$ cat config.mk
export PLATFORM = sky130hd
export DESIGN_NAME = spi_mem_slave
export DESIGN_NICKNAME = d
export VERILOG_FILES = /design/src/rtl/spi_mem_slave.sv
export SDC_FILE = /design/constraint.sdc
export NUM_CORES = 1
export LEC_CHECK = 0
export CORE_MARGIN = 10
export CORE_UTILIZATION = 60
export DETAILED_ROUTE_END_ITERATION = 7
export PLACE_DENSITY = 0.95
export SLEW_MARGIN = 20
export SYNTH_ARGS = -nofsm -noshare
export SYNTH_HDL_FRONTEND = slang
export SYNTH_SLANG_ARGS = --single-unit
$ cat constraint.sdc
create_clock -name clk -period 2.71 [get_ports clk]
set_input_delay 0.542 -clock clk [delete_from_list [all_inputs] [get_ports clk]]
set_output_delay 0.542 -clock clk [all_outputs]
set_load 0.005 [all_outputs]
$ cat src/rtl/spi_mem_slave.sv
// SPI slave bridging 72-bit LSB-first command frames to single-word TCM data-port reads/writes.
// Latency: start_flag and the TCM request appear ~SYNC_STAGES+2 clk after the 72nd sclk fall; read data returns on miso next frame.
// Backpressure: request held stable until mem_accept; frames completing while a transaction is in flight are dropped.
module spi_mem_slave #(
  parameter int FRAME_BITS  = 72,
  parameter int SYNC_STAGES = 2
) (
  input  logic        clk,
  input  logic        rstn,
  input  logic        sclk,
  input  logic        cs,
  input  logic        mosi,
  output logic        miso,
  output logic        start_flag,
  input  logic [31:0] data_rd_i,
  output logic        mem_d_rd_o,
  output logic [31:0] data_adr_o,
  output logic [31:0] data_wr_o,
  output logic [3:0]  data_wr_en_o,
  input  logic        mem_ack,
  input  logic        mem_accept
);

  localparam int CNT_W = $clog2(FRAME_BITS + 1);

  typedef enum logic [1:0] {
    S_IDLE = 2'd0,
    S_REQ  = 2'd1,
    S_WAIT = 2'd2
  } state_t;

  state_t                  r_state;
  state_t                  w_state_nxt;

  logic [SYNC_STAGES-1:0]  r_sclk_sync;
  logic [SYNC_STAGES-1:0]  r_cs_sync;
  logic [SYNC_STAGES-1:0]  r_mosi_sync;
  logic                    r_sclk_prev;

  logic [CNT_W-1:0]        r_bit_cnt;
  logic [FRAME_BITS-2:0]   r_frame;
  logic [31:0]             r_tx;
  logic [31:0]             r_rd_buf;

  logic                    r_is_rd;
  logic [31:0]             r_adr;
  logic [31:0]             r_wdat;
  logic                    r_start;

  logic                    w_sclk_s;
  logic                    w_cs_s;
  logic                    w_mosi_s;
  logic                    w_sclk_fall;
  logic                    w_last_bit;
  logic [FRAME_BITS-1:0]   w_frame;
  logic [7:0]              w_op;
  logic                    w_op_vld;
  logic                    w_start;
  logic                    w_capture;

  assign w_sclk_s    = r_sclk_sync[SYNC_STAGES-1];
  assign w_cs_s      = r_cs_sync[SYNC_STAGES-1];
  assign w_mosi_s    = r_mosi_sync[SYNC_STAGES-1];
  assign w_sclk_fall = r_sclk_prev & ~w_sclk_s;

  // The final bit is still on w_mosi_s when the frame completes, so it is appended here.
  assign w_frame    = {w_mosi_s, r_frame};
  assign w_op       = w_frame[7:0];
  assign w_op_vld   = (w_op == 8'h01) || (w_op == 8'h02);
  assign w_last_bit = w_sclk_fall & ~w_cs_s & (r_bit_cnt == CNT_W'(FRAME_BITS - 1));
  assign w_start    = w_last_bit & w_op_vld & (r_state == S_IDLE);

  assign start_flag = r_start;
  assign data_adr_o = r_adr & 32'hFFFF_FFFC;
  assign miso       = ~w_cs_s & r_tx[0];

  // Synchronise the SPI pins into clk and remember last sclk for edge detection.
  always_ff @(posedge clk) begin
    if (!rstn) begin
      r_sclk_sync <= '0;
      r_cs_sync   <= '1;
      r_mosi_sync <= '0;
      r_sclk_prev <= 1'b0;
    end else begin
      r_sclk_sync <= {r_sclk_sync[SYNC_STAGES-2:0], sclk};
      r_cs_sync   <= {r_cs_sync[SYNC_STAGES-2:0], cs};
      r_mosi_sync <= {r_mosi_sync[SYNC_STAGES-2:0], mosi};
      r_sclk_prev <= w_sclk_s;
    end
  end

  // Receive shifter: bits enter at the top so bit k lands at index k; counter saturates past the frame.
  always_ff @(posedge clk) begin
    if (!rstn) begin
      r_bit_cnt <= '0;
      r_frame   <= '0;
    end else if (w_cs_s) begin
      r_bit_cnt <= '0;
    end else if (w_sclk_fall && (r_bit_cnt != CNT_W'(FRAME_BITS))) begin
      r_bit_cnt <= r_bit_cnt + 1'b1;
      r_frame   <= {w_mosi_s, r_frame[FRAME_BITS-2:1]};
    end
  end

  // Transmit shifter: reload from the read buffer until the first bit of a frame, then shift out LSB first.
  always_ff @(posedge clk) begin
    if (!rstn) begin
      r_tx <= '0;
    end else if (!w_cs_s) begin
      if (w_sclk_fall) begin
        r_tx <= {1'b0, r_tx[31:1]};
      end else if (r_bit_cnt == '0) begin
        r_tx <= r_rd_buf;
      end
    end
  end

  // Latch the decoded command when a frame is accepted; pulse start_flag alongside.
  always_ff @(posedge clk) begin
    if (!rstn) begin
      r_is_rd <= 1'b0;
      r_adr   <= '0;
      r_wdat  <= '0;
      r_start <= 1'b0;
    end else begin
      r_start <= w_start;
      if (w_start) begin
        r_is_rd <= (w_op == 8'h02);
        r_adr   <= w_frame[39:8];
        r_wdat  <= w_frame[FRAME_BITS-1:40];
      end
    end
  end

  // Read buffer holds the last read response until the next read ack.
  always_ff @(posedge clk) begin
    if (!rstn) begin
      r_rd_buf <= '0;
    end else if (w_capture) begin
      r_rd_buf <= data_rd_i;
    end
  end

  // FSM state register.
  always_ff @(posedge clk) begin
    if (!rstn) begin
      r_state <= S_IDLE;
    end else begin
      r_state <= w_state_nxt;
    end
  end

  // FSM next state and TCM request outputs; an ack may coincide with the accept.
  always_comb begin
    w_state_nxt  = r_state;
    w_capture    = 1'b0;
    mem_d_rd_o   = 1'b0;
    data_wr_en_o = 4'h0;
    data_wr_o    = 32'h0;
    case (r_state)
      S_IDLE: begin
        if (w_start) begin
          w_state_nxt = S_REQ;
        end
      end
      S_REQ: begin
        mem_d_rd_o = r_is_rd;
        if (!r_is_rd) begin
          data_wr_en_o = 4'hF;
          data_wr_o    = r_wdat;
        end
        if (mem_accept) begin
          if (mem_ack) begin
            w_capture   = r_is_rd;
            w_state_nxt = S_IDLE;
          end else begin
            w_state_nxt = S_WAIT;
          end
        end
      end
      S_WAIT: begin
        if (mem_ack) begin
          w_capture   = r_is_rd;
          w_state_nxt = S_IDLE;
        end
      end
      default: begin
        w_state_nxt = S_IDLE;
      end
    endcase
  end

endmodule

-- Word level (Yosys, flattened, before mapping)
Cells that the tools add are included.
- add/subtract/negate cells: 1
- equal/unequal tests: 9
- multiplexer cells: 15
- bitwise logic cells: 9
- reduce and logical (&&, ||, !) cells: 9
- operators by type and width (cell ; count):
    32-bit 2-to-1 mux ; 4
    8-bit by 1-bit equality test with 1-bit output, second input constant ; 1
    8-bit by 2-bit equality test with 1-bit output, second input constant ; 1
    2-bit 2-to-1 mux ; 4
    4-bit 2-to-1 mux ; 2
    7-bit by 1-bit adder with 7-bit output, second input constant ; 1
    7-bit equality test, second input constant ; 1
    7-bit logical NOT ; 1
    7-bit inequality test, second input constant ; 1
    1-bit bitwise AND ; 6
    2-bit inequality test, second input constant ; 3
    2-bit case mux with 3 select lines ; 1
    2-bit AND reduction ; 2
    1-bit 2-to-1 mux ; 3
    1-bit inverter ; 3
    3-bit AND reduction ; 1
    2-bit by 1-bit equality test with 1-bit output, second input constant ; 1
    2-bit equality test, second input constant ; 1
    2-bit logical NOT ; 1
    1-bit case mux with 2 select lines ; 1
    2-bit nonzero test ; 1
    2-bit OR reduction ; 1
    1-bit logical AND ; 1
    1-bit logical OR ; 1
- register bits after elaboration: 217
- bits of input ports: 39
- output and inout port bits: 71
- logic and storage cells: 56

-- Logic depth before layout (Yosys ltp)
Gate-level depths: netlist (run 1).
- word-level depth: 8
- mapped depth: 8
- gate-level depth less buffers: 6

-- Worst setup path before layout (run 1)
OpenSTA, ideal clock, no wires.
- kind: register to output
- start point: register r_state[1]
- end point: output data_wr_o[22]
- arrival: 1297 ps
- required time: 2168 ps
- slack: 871 ps
- cell stages (with the launch flop): 6
- path buffers: 1
- path through: dfxtp_1 > inv_1 > ha_1 > nor2b_1 > clkbuf_1 > and2_1
- longest elaborated chain between the ends: 2
- RTL lines (item ; RTL line ; source):
    start, declared ; 32 ; state_t r_state;
    start signal, assigned ; 149 ; r_state <= w_state_nxt;
    2-bit by 1-bit equality test with 1-bit output ; 160 ; case (r_state)
    32-bit 2-to-1 mux ; 160 ;
    end, declared ; 18 ; output logic [31:0] data_wr_o,
No other way between the ends.

-- Worst setup path after layout (run 1)
- start point: register r_state[1]
- end point: output data_wr_o[25]
The elaborated chain is that of the path after synthesis.

==> flow_metrics.py, run 1 <==
metrics = {
    "sta": {
        "max_slew_margin_pct": 35.10,
        "max_freq_mhz": 375.0,
        "min_period_ps": 2667,
        "finClkSkew_ps": 7.641,
        "whs_ps": 434.9,
        "final-setup-viol-count": 0,
        "final_max_slew_viol_count": 0,
        "fin_ws_ps": 43.37,
        "hold_violations": 0,
        "period_share_pct": 98.40,
        "tightest_slew_ps": 973.6,
    },
    "global_route": {
        "grt_pass1_vias": 6487,
        "grt-ovfl-total": 0,
        "grt_pass1_wl_mm": 31.12,
        "track_usage_pct": 17.79,
        "antenna_found_initial": 0,
        "grt_max_degree": 109,
    },
    "logic_synthesis": {
        "yosys-top-cells-area": "dfxtp_1 48%, nand2_1 9.9%, mux2i_1 7.2%, o21ai_0 4.8%, nand3_1 4.3%",
        "syn_area_per_cell_um2": 9.097,
        "netlist.area_leader.share_pct": 48.38,
        "netlist_area_um2": 8897,
        "synth_flop_cell": "dfxtp_1",
        "synth_edf_count": 0,
        "postSynth.asyncResetShare_pct": 0,
        "seq_area_frac_synth_pct": 48.38,
        "ys_types": 51,
        "netlist_instances": 978,
        "yosysTopAreaCell": "dfxtp_1",
        "ys_warn_count": 0,
        "synth-seq-cells": 215,
    },
    "finish": {
        "final_nets": 1086,
        "area_delta_synth_final_pct": 20.49,
        "n_fill_cell": 977,
        "finish.utilization_pct": 73.76,
        "fin_cells": 1240,
        "drive_above_1_share_pct": 10.04,
        "antennaDiodeCount": 0,
    },
    "power_and_ir_drop": {
        "finalPower_w": 0.006529,
        "p_leak_nw": 3.954,
        "powerDensity_nw_per_um2": 609.0,
        "ir_drop_mv": 0.5360,
    },
    "routing": {
        "first_iter_violations": 675,
        "via_per_inst": 5.567,
        "wl_per_cell_um": 15.56,
        "ant_nets": 0,
        "wl_mm": 19.30,
        "firstDrtPassIters": 5,
        "vias": 6903,
        "drc": 0,
    },
    "clock_network": {
        "cts_htree_levels": 1,
        "cts_root_buf": "clkbuf_16",
        "cts.clk_slew.worst_paths_ps": 60,
        "cts_tree": "built",
        "clk_latency_ps": 500,
        "cts_made_buffers": 22,
        "clock-sinks": 215,
        "clock_path_buffers": 3,
    },
    "floorplan": {
        "core_um2": 14530,
        "die-area_um2": 20100,
        "die_x_um": 141.8,
        "boundaryPins": 110,
        "num_rows": 44,
        "initial_utilization_pct": 61.22,
        "die_y_um": 141.8,
    },
    "placement": {
        "post-place-ws_ps": 387.7,
        "place_hpwl_mm": 11.73,
        "placedCellCount": 1197,
        "io_buffers": 107,
        "gp_congestion": 0.7908,
    },
    "setup_path": {
        "critPathMaxFanout": 5,
        "critical_path_class": "reg2out",
        "crit_required_ps": 2170,
        "cp_data_arrival_time_ps": 2120,
        "startpoint_type": "flop",
        "end_kind": "primary output",
        "timing.rr.start": "r_bit_cnt[0]",
        "setup.worst_path.start": "r_state[1]",
        "r2r_cells": 8,
    },
    "run_status": {
        "status": "finished clean",
    },
    "hold_path": {
        "hold_start": "r_cs_sync[0]",
        "hp-class": "reg2reg",
        "hold_depth": 1,
    },
    "flow_run": {
        "maxCapViolCount": 0,
    },
}
state kept, by name (all words and copies together) (netlist names):
register / flops
r_frame: 71
r_rd_buf: 32
r_tx: 32
r_wdat: 32
r_adr: 30
r_bit_cnt: 7
r_cs_sync: 2
r_mosi_sync: 2
r_sclk_sync: 2
r_state: 2
r_is_rd: 1
r_sclk_prev: 1
start_flag: 1
where the power goes:
group	internal, W	switching, W
Sequential	0.00316	0.00000411
Clock	0.00198	0.00121
Combinational	0.0000720	0.0000938
Total	0.00522	0.00131
worst max-delay path, cell delays in order (launching register included):
cell	delay [ps]
dfxtp_2	340
inv_2	80
ha_4	150
nor2b_4	160
buf_12	140
buf_6	100
and2_1	140
clkdlybuf4s50_1	520
worst paths after layout:
path	endpoint	slack [ps]
max	data_wr_o[25]	40
min	r_cs_sync[1]	430
max reg2reg	r_frame[17]	590
min reg2reg	r_cs_sync[1]	430
per-layer routing:
metal  vias up  share of wire [%]  wire (um)  track usage, %
li1       3442                  -          -               -
met1      3234                 43       8250           21.97
met2       192                 50       9653           30.48
met3        35                5.3       1021           3.772
met4         0                1.9        375           5.110
met5         -                  0          0               0
synthesized netlist by cell type, types with 2 or more instances:
cell            instances
a21oi_1                 3
a21boi_0               32
ha_1                    5
mux2_2                 31
inv_1                   4
or2_2                   2
o21ai_1                18
nor3_1                  6
nor2b_1                 5
buf_4                  13
o21ai_0                86
xnor2_1                 4
clkbuf_1               34
dfxtp_1               215
buf_6                   6
nand2_1               234
nand2b_1                4
buf_2                   5
and2_1                 38
nand3b_1                3
nand3_1                76
buf_12                  6
buf_1                   9
dlymetal6s2s_1          2
dlygate4sd1_1           9
mux2i_1                64
nor2_1                  6
o211ai_1               32
clkbuf_2                2
nor4_1                  2
nor4b_4                 2
cells by family after synthesis:
logic type	Yosys count	synth area share (%)
simple gates	389	20.32
flops	215	48.38
compound gates	177	12.04
mux	95	11.12
buf+inv	91	6.905
fa+ha+maj	5	0.7031
xor+xnor	5	0.4922
other cells	1	0.04215
per-stage QoR:
step           area (um2)  TNS, ps
2_1_floorplan        8901        0
3_3_place_gp         9763        0
3_5_place_dp         9763        0
4_1_cts             10570        0
5_1_grt             10720   -63.81
6_report            10720        0
cell type report:
cell class              count  area, um2  share of cell area [%]
well taps                 184      230.2                   2.148
multi-input cells         673       4014                   37.44
repair buffers            126       1378                   12.85
clock buffers              28      613.1                   5.719
flip-flops and latches    215       4307                   40.17
inverters                   4      15.01                  0.1401
clock inverters            10      163.9                   1.529
placed cells by master (no fill, tap or decap), types with 4 or more instances in the layout:
cell type,synthesis,routed
mux2i_1,64,64
o211ai_1,32,32
clkbuf_16,0,24
nor2_1,6,5
dfxtp_1,215,213
o21ai_0,86,86
nand3_1,76,76
nand2_1,234,234
dlymetal6s2s_1,2,23
nor3_1,6,6
buf_12,6,5
nand2b_1,4,4
bufinv_16,0,4
clkbuf_8,1,5
xnor2_1,4,4
and2_1,38,38
ha_1,5,4
clkinv_2,0,4
buf_4,13,10
a21boi_0,32,32
o21ai_1,18,18
mux2_2,31,31
clkdlybuf4s50_1,0,81
repair_timing:
action	CTS	global route
endpoints found under the setup margin	35	30
buffers inserted	0	1
hold buffers	0	0
gates cloned	0	4
gates resized for setup	8	26
Power figures use the tool's default switching activity.
==> run 2, diff against run 1 <==
--- a/config.mk
+++ b/config.mk
@@ -5,6 +5,7 @@
 export SDC_FILE = /design/constraint.sdc
 export NUM_CORES = 1
 export LEC_CHECK = 0
+export CORE_ASPECT_RATIO = 0.8
 export CORE_MARGIN = 10
 export CORE_UTILIZATION = 60
 export DETAILED_ROUTE_END_ITERATION = 7
==> run 2 against run 1 <==
Compared with the run above:
- sequential power barely moved
- clock power is 6.9% lower
- critical endpoint is now data_wr_o[4]
- count of clock-buffer cells in the layout shrank 2
- highest routed layer unchanged
- critical path type unchanged
- register-to-register slack worse by 100 ps
- worst setup slack lost 7.5 ps
- routed wire length is 0.92% lower
- combinational power about the same
- critical path depth unchanged
- maximum frequency decreased by 0.28%
==> flow_metrics.py, run 2 (synthesis gave the netlist of run 1 again) <==
metrics = {
    "sta": {
        "final_max_slew_viol_count": 0,
        "max_freq_mhz": 374.0,
        "max_slew_margin_pct": 30.98,
        "period_share_pct": 98.68,
        "fin_ws_ps": 35.87,
        "hold_violations": 0,
        "tightest_slew_ps": 1035,
        "whs_ps": 413.0,
        "finClkSkew_ps": 11.93,
        "min_period_ps": 2674,
        "final-setup-viol-count": 0,
    },
    "floorplan": {
        "initial_utilization_pct": 61.81,
        "die_y_um": 128.9,
        "die_x_um": 156.1,
        "boundaryPins": 110,
        "core_um2": 14400,
        "die-area_um2": 20130,
        "num_rows": 39,
    },
    "global_route": {
        "grt_pass1_vias": 6451,
        "antenna_found_initial": 0,
        "grt_pass1_wl_mm": 30.91,
        "grt-ovfl-total": 0,
        "grt_max_degree": 143,
        "track_usage_pct": 17.83,
    },
    "setup_path": {
        "rr_endpoint": "r_tx[6]",
        "critical-path-max-stage-delay_ps": 510,
        "critPathMaxFanout": 18,
        "startpoint_type": "flop",
        "timing.rr.start": "r_cs_sync[1]",
        "cp_slowest_cell": "clkdlybuf4s50_1",
        "cp_data_arrival_time_ps": 2130,
        "end_kind": "primary output",
        "crit_chain": "inv_2 > ha_4 > nor2b_4 > buf_12 > buf_16 > and2_1 > clkdlybuf4s50_1",
        "critical_path_class": "reg2out",
        "setup.worst_path.start": "r_state[1]",
        "r2r_slack_ps": 490,
        "r2r_cells": 3,
        "crit_required_ps": 2170,
    },
    "routing": {
        "firstDrtPassIters": 5,
        "via_per_inst": 5.502,
        "drc": 0,
        "vias": 6801,
        "wl_mm": 19.12,
        "wl_per_cell_um": 15.47,
        "first_iter_violations": 395,
        "ant_nets": 0,
    },
    "clock_network": {
        "cts_hold_buf": 0,
        "clk_latency_ps": 490,
        "clock-sinks": 215,
        "cts_htree_levels": 1,
        "cts_root_buf": "clkbuf_16",
        "cts_made_buffers": 21,
        "clock_path_buffers": 3,
        "cts.clk_slew.worst_paths_ps": 60,
        "cts_tree": "built",
    },
    "power_and_ir_drop": {
        "p_leak_nw": 3.887,
        "finalPower_w": 0.006309,
        "powerDensity_nw_per_um2": 592.0,
        "ir_drop_mv": 0.3862,
    },
    "finish": {
        "fin_cells": 1236,
        "drive_above_1_share_pct": 9.601,
        "final_nets": 1083,
        "antennaDiodeCount": 0,
        "area_delta_synth_final_pct": 19.79,
        "largest_reg_flops": 71,
        "layout_common_cells": "234 x nand2_1, 213 x dfxtp_1, 86 x o21ai_0",
        "layout_commonest_cell": "nand2_1",
        "regMostFlops": "r_frame",
    },
    "hold_path": {
        "hold_depth": 1,
        "hold_start": "r_cs_sync[0]",
        "worstHoldEndpoint": "r_cs_sync[1]",
        "hp-class": "reg2reg",
    },
    "placement": {
        "post-place-ws_ps": 383.3,
        "gp_congestion": 0.8299,
        "placedCellCount": 1195,
        "place_hpwl_mm": 11.45,
        "io_buffers": 107,
    },
    "run_status": {
        "status": "finished clean",
    },
    "flow_run": {
        "maxCapViolCount": 0,
    },
}
==> run 2: area by class of cell <==
cell class | count | area [um2]
multi-input cells | 673 | 4014
flip-flops and latches | 215 | 4307
well taps | 184 | 230.2
inverters | 4 | 15.01
repair buffers | 124 | 1386
clock inverters | 10 | 141.4
clock buffers | 26 | 564.3
fillers | 986 | 3737
==> run 2: metal layers <==
metal / global-route usage, % / routed length (um) / up-vias
met5: 0 / 0 / -
met4: 4.765 / 394 / 0
met3: 5.261 / 1163 / 38
met2: 29.75 / 9050 / 139
met1: 22.16 / 8514 / 3188
li1: - / - / 3436
==> run 2: worst max-delay path: cells and delay by family, from the launching register on <==
| kind | cells | cell delay, ps |
|---|---|---|
| buf+inv | 4 | 860 |
| flops | 1 | 340 |
| simple gates | 2 | 310 |
| fa+ha+maj | 1 | 150 |
==> run 2: timing repair <==
item / in CTS / in global routing
endpoints found under the setup margin: 36 / 32
endpoints found under the hold margin: 0 / 0
setup buffers: 0 / 2
resized for setup: 9 / 23
gates cloned: 1 / 2
==> run 2: how the worst max path moves through the flow <==
stage | end | slack, ps
finish | data_wr_o[4] | 40
global route | data_wr_o[4] | -30
CTS | data_wr_o[31] | 6
detailed placement | data_wr_o[31] | 380
global placement | data_wr_o[29] | 530
floorplan | data_wr_o[22] | 870
==> run 2: power breakdown <==
group,switching [W],internal (W)
clock network,0.00120,0.00177
registers,0.00000324,0.00316
logic,0.0000950,0.0000743
==> run 2: per-stage QoR <==
step                TNS, ps  util (%)  area, um2
CTS                       0     73.20      10540
global placement          0     67.89       9773
global route         -104.8     74.04      10660
finish                    0     74.04      10660
detailed placement        0     67.89       9773
floorplan                 0         -       8901
==> run 3, diff against run 2 <==
--- a/config.mk
+++ b/config.mk
@@ -9,6 +9,7 @@
 export CORE_MARGIN = 10
 export CORE_UTILIZATION = 60
 export DETAILED_ROUTE_END_ITERATION = 7
+export HOLD_SLACK_MARGIN = 0.15
 export PLACE_DENSITY = 0.95
 export SLEW_MARGIN = 20
 export SYNTH_ARGS = -nofsm -noshare
==> results of run 3 <==
No change in the layout: final DEF, timing and power equal those of run 2.
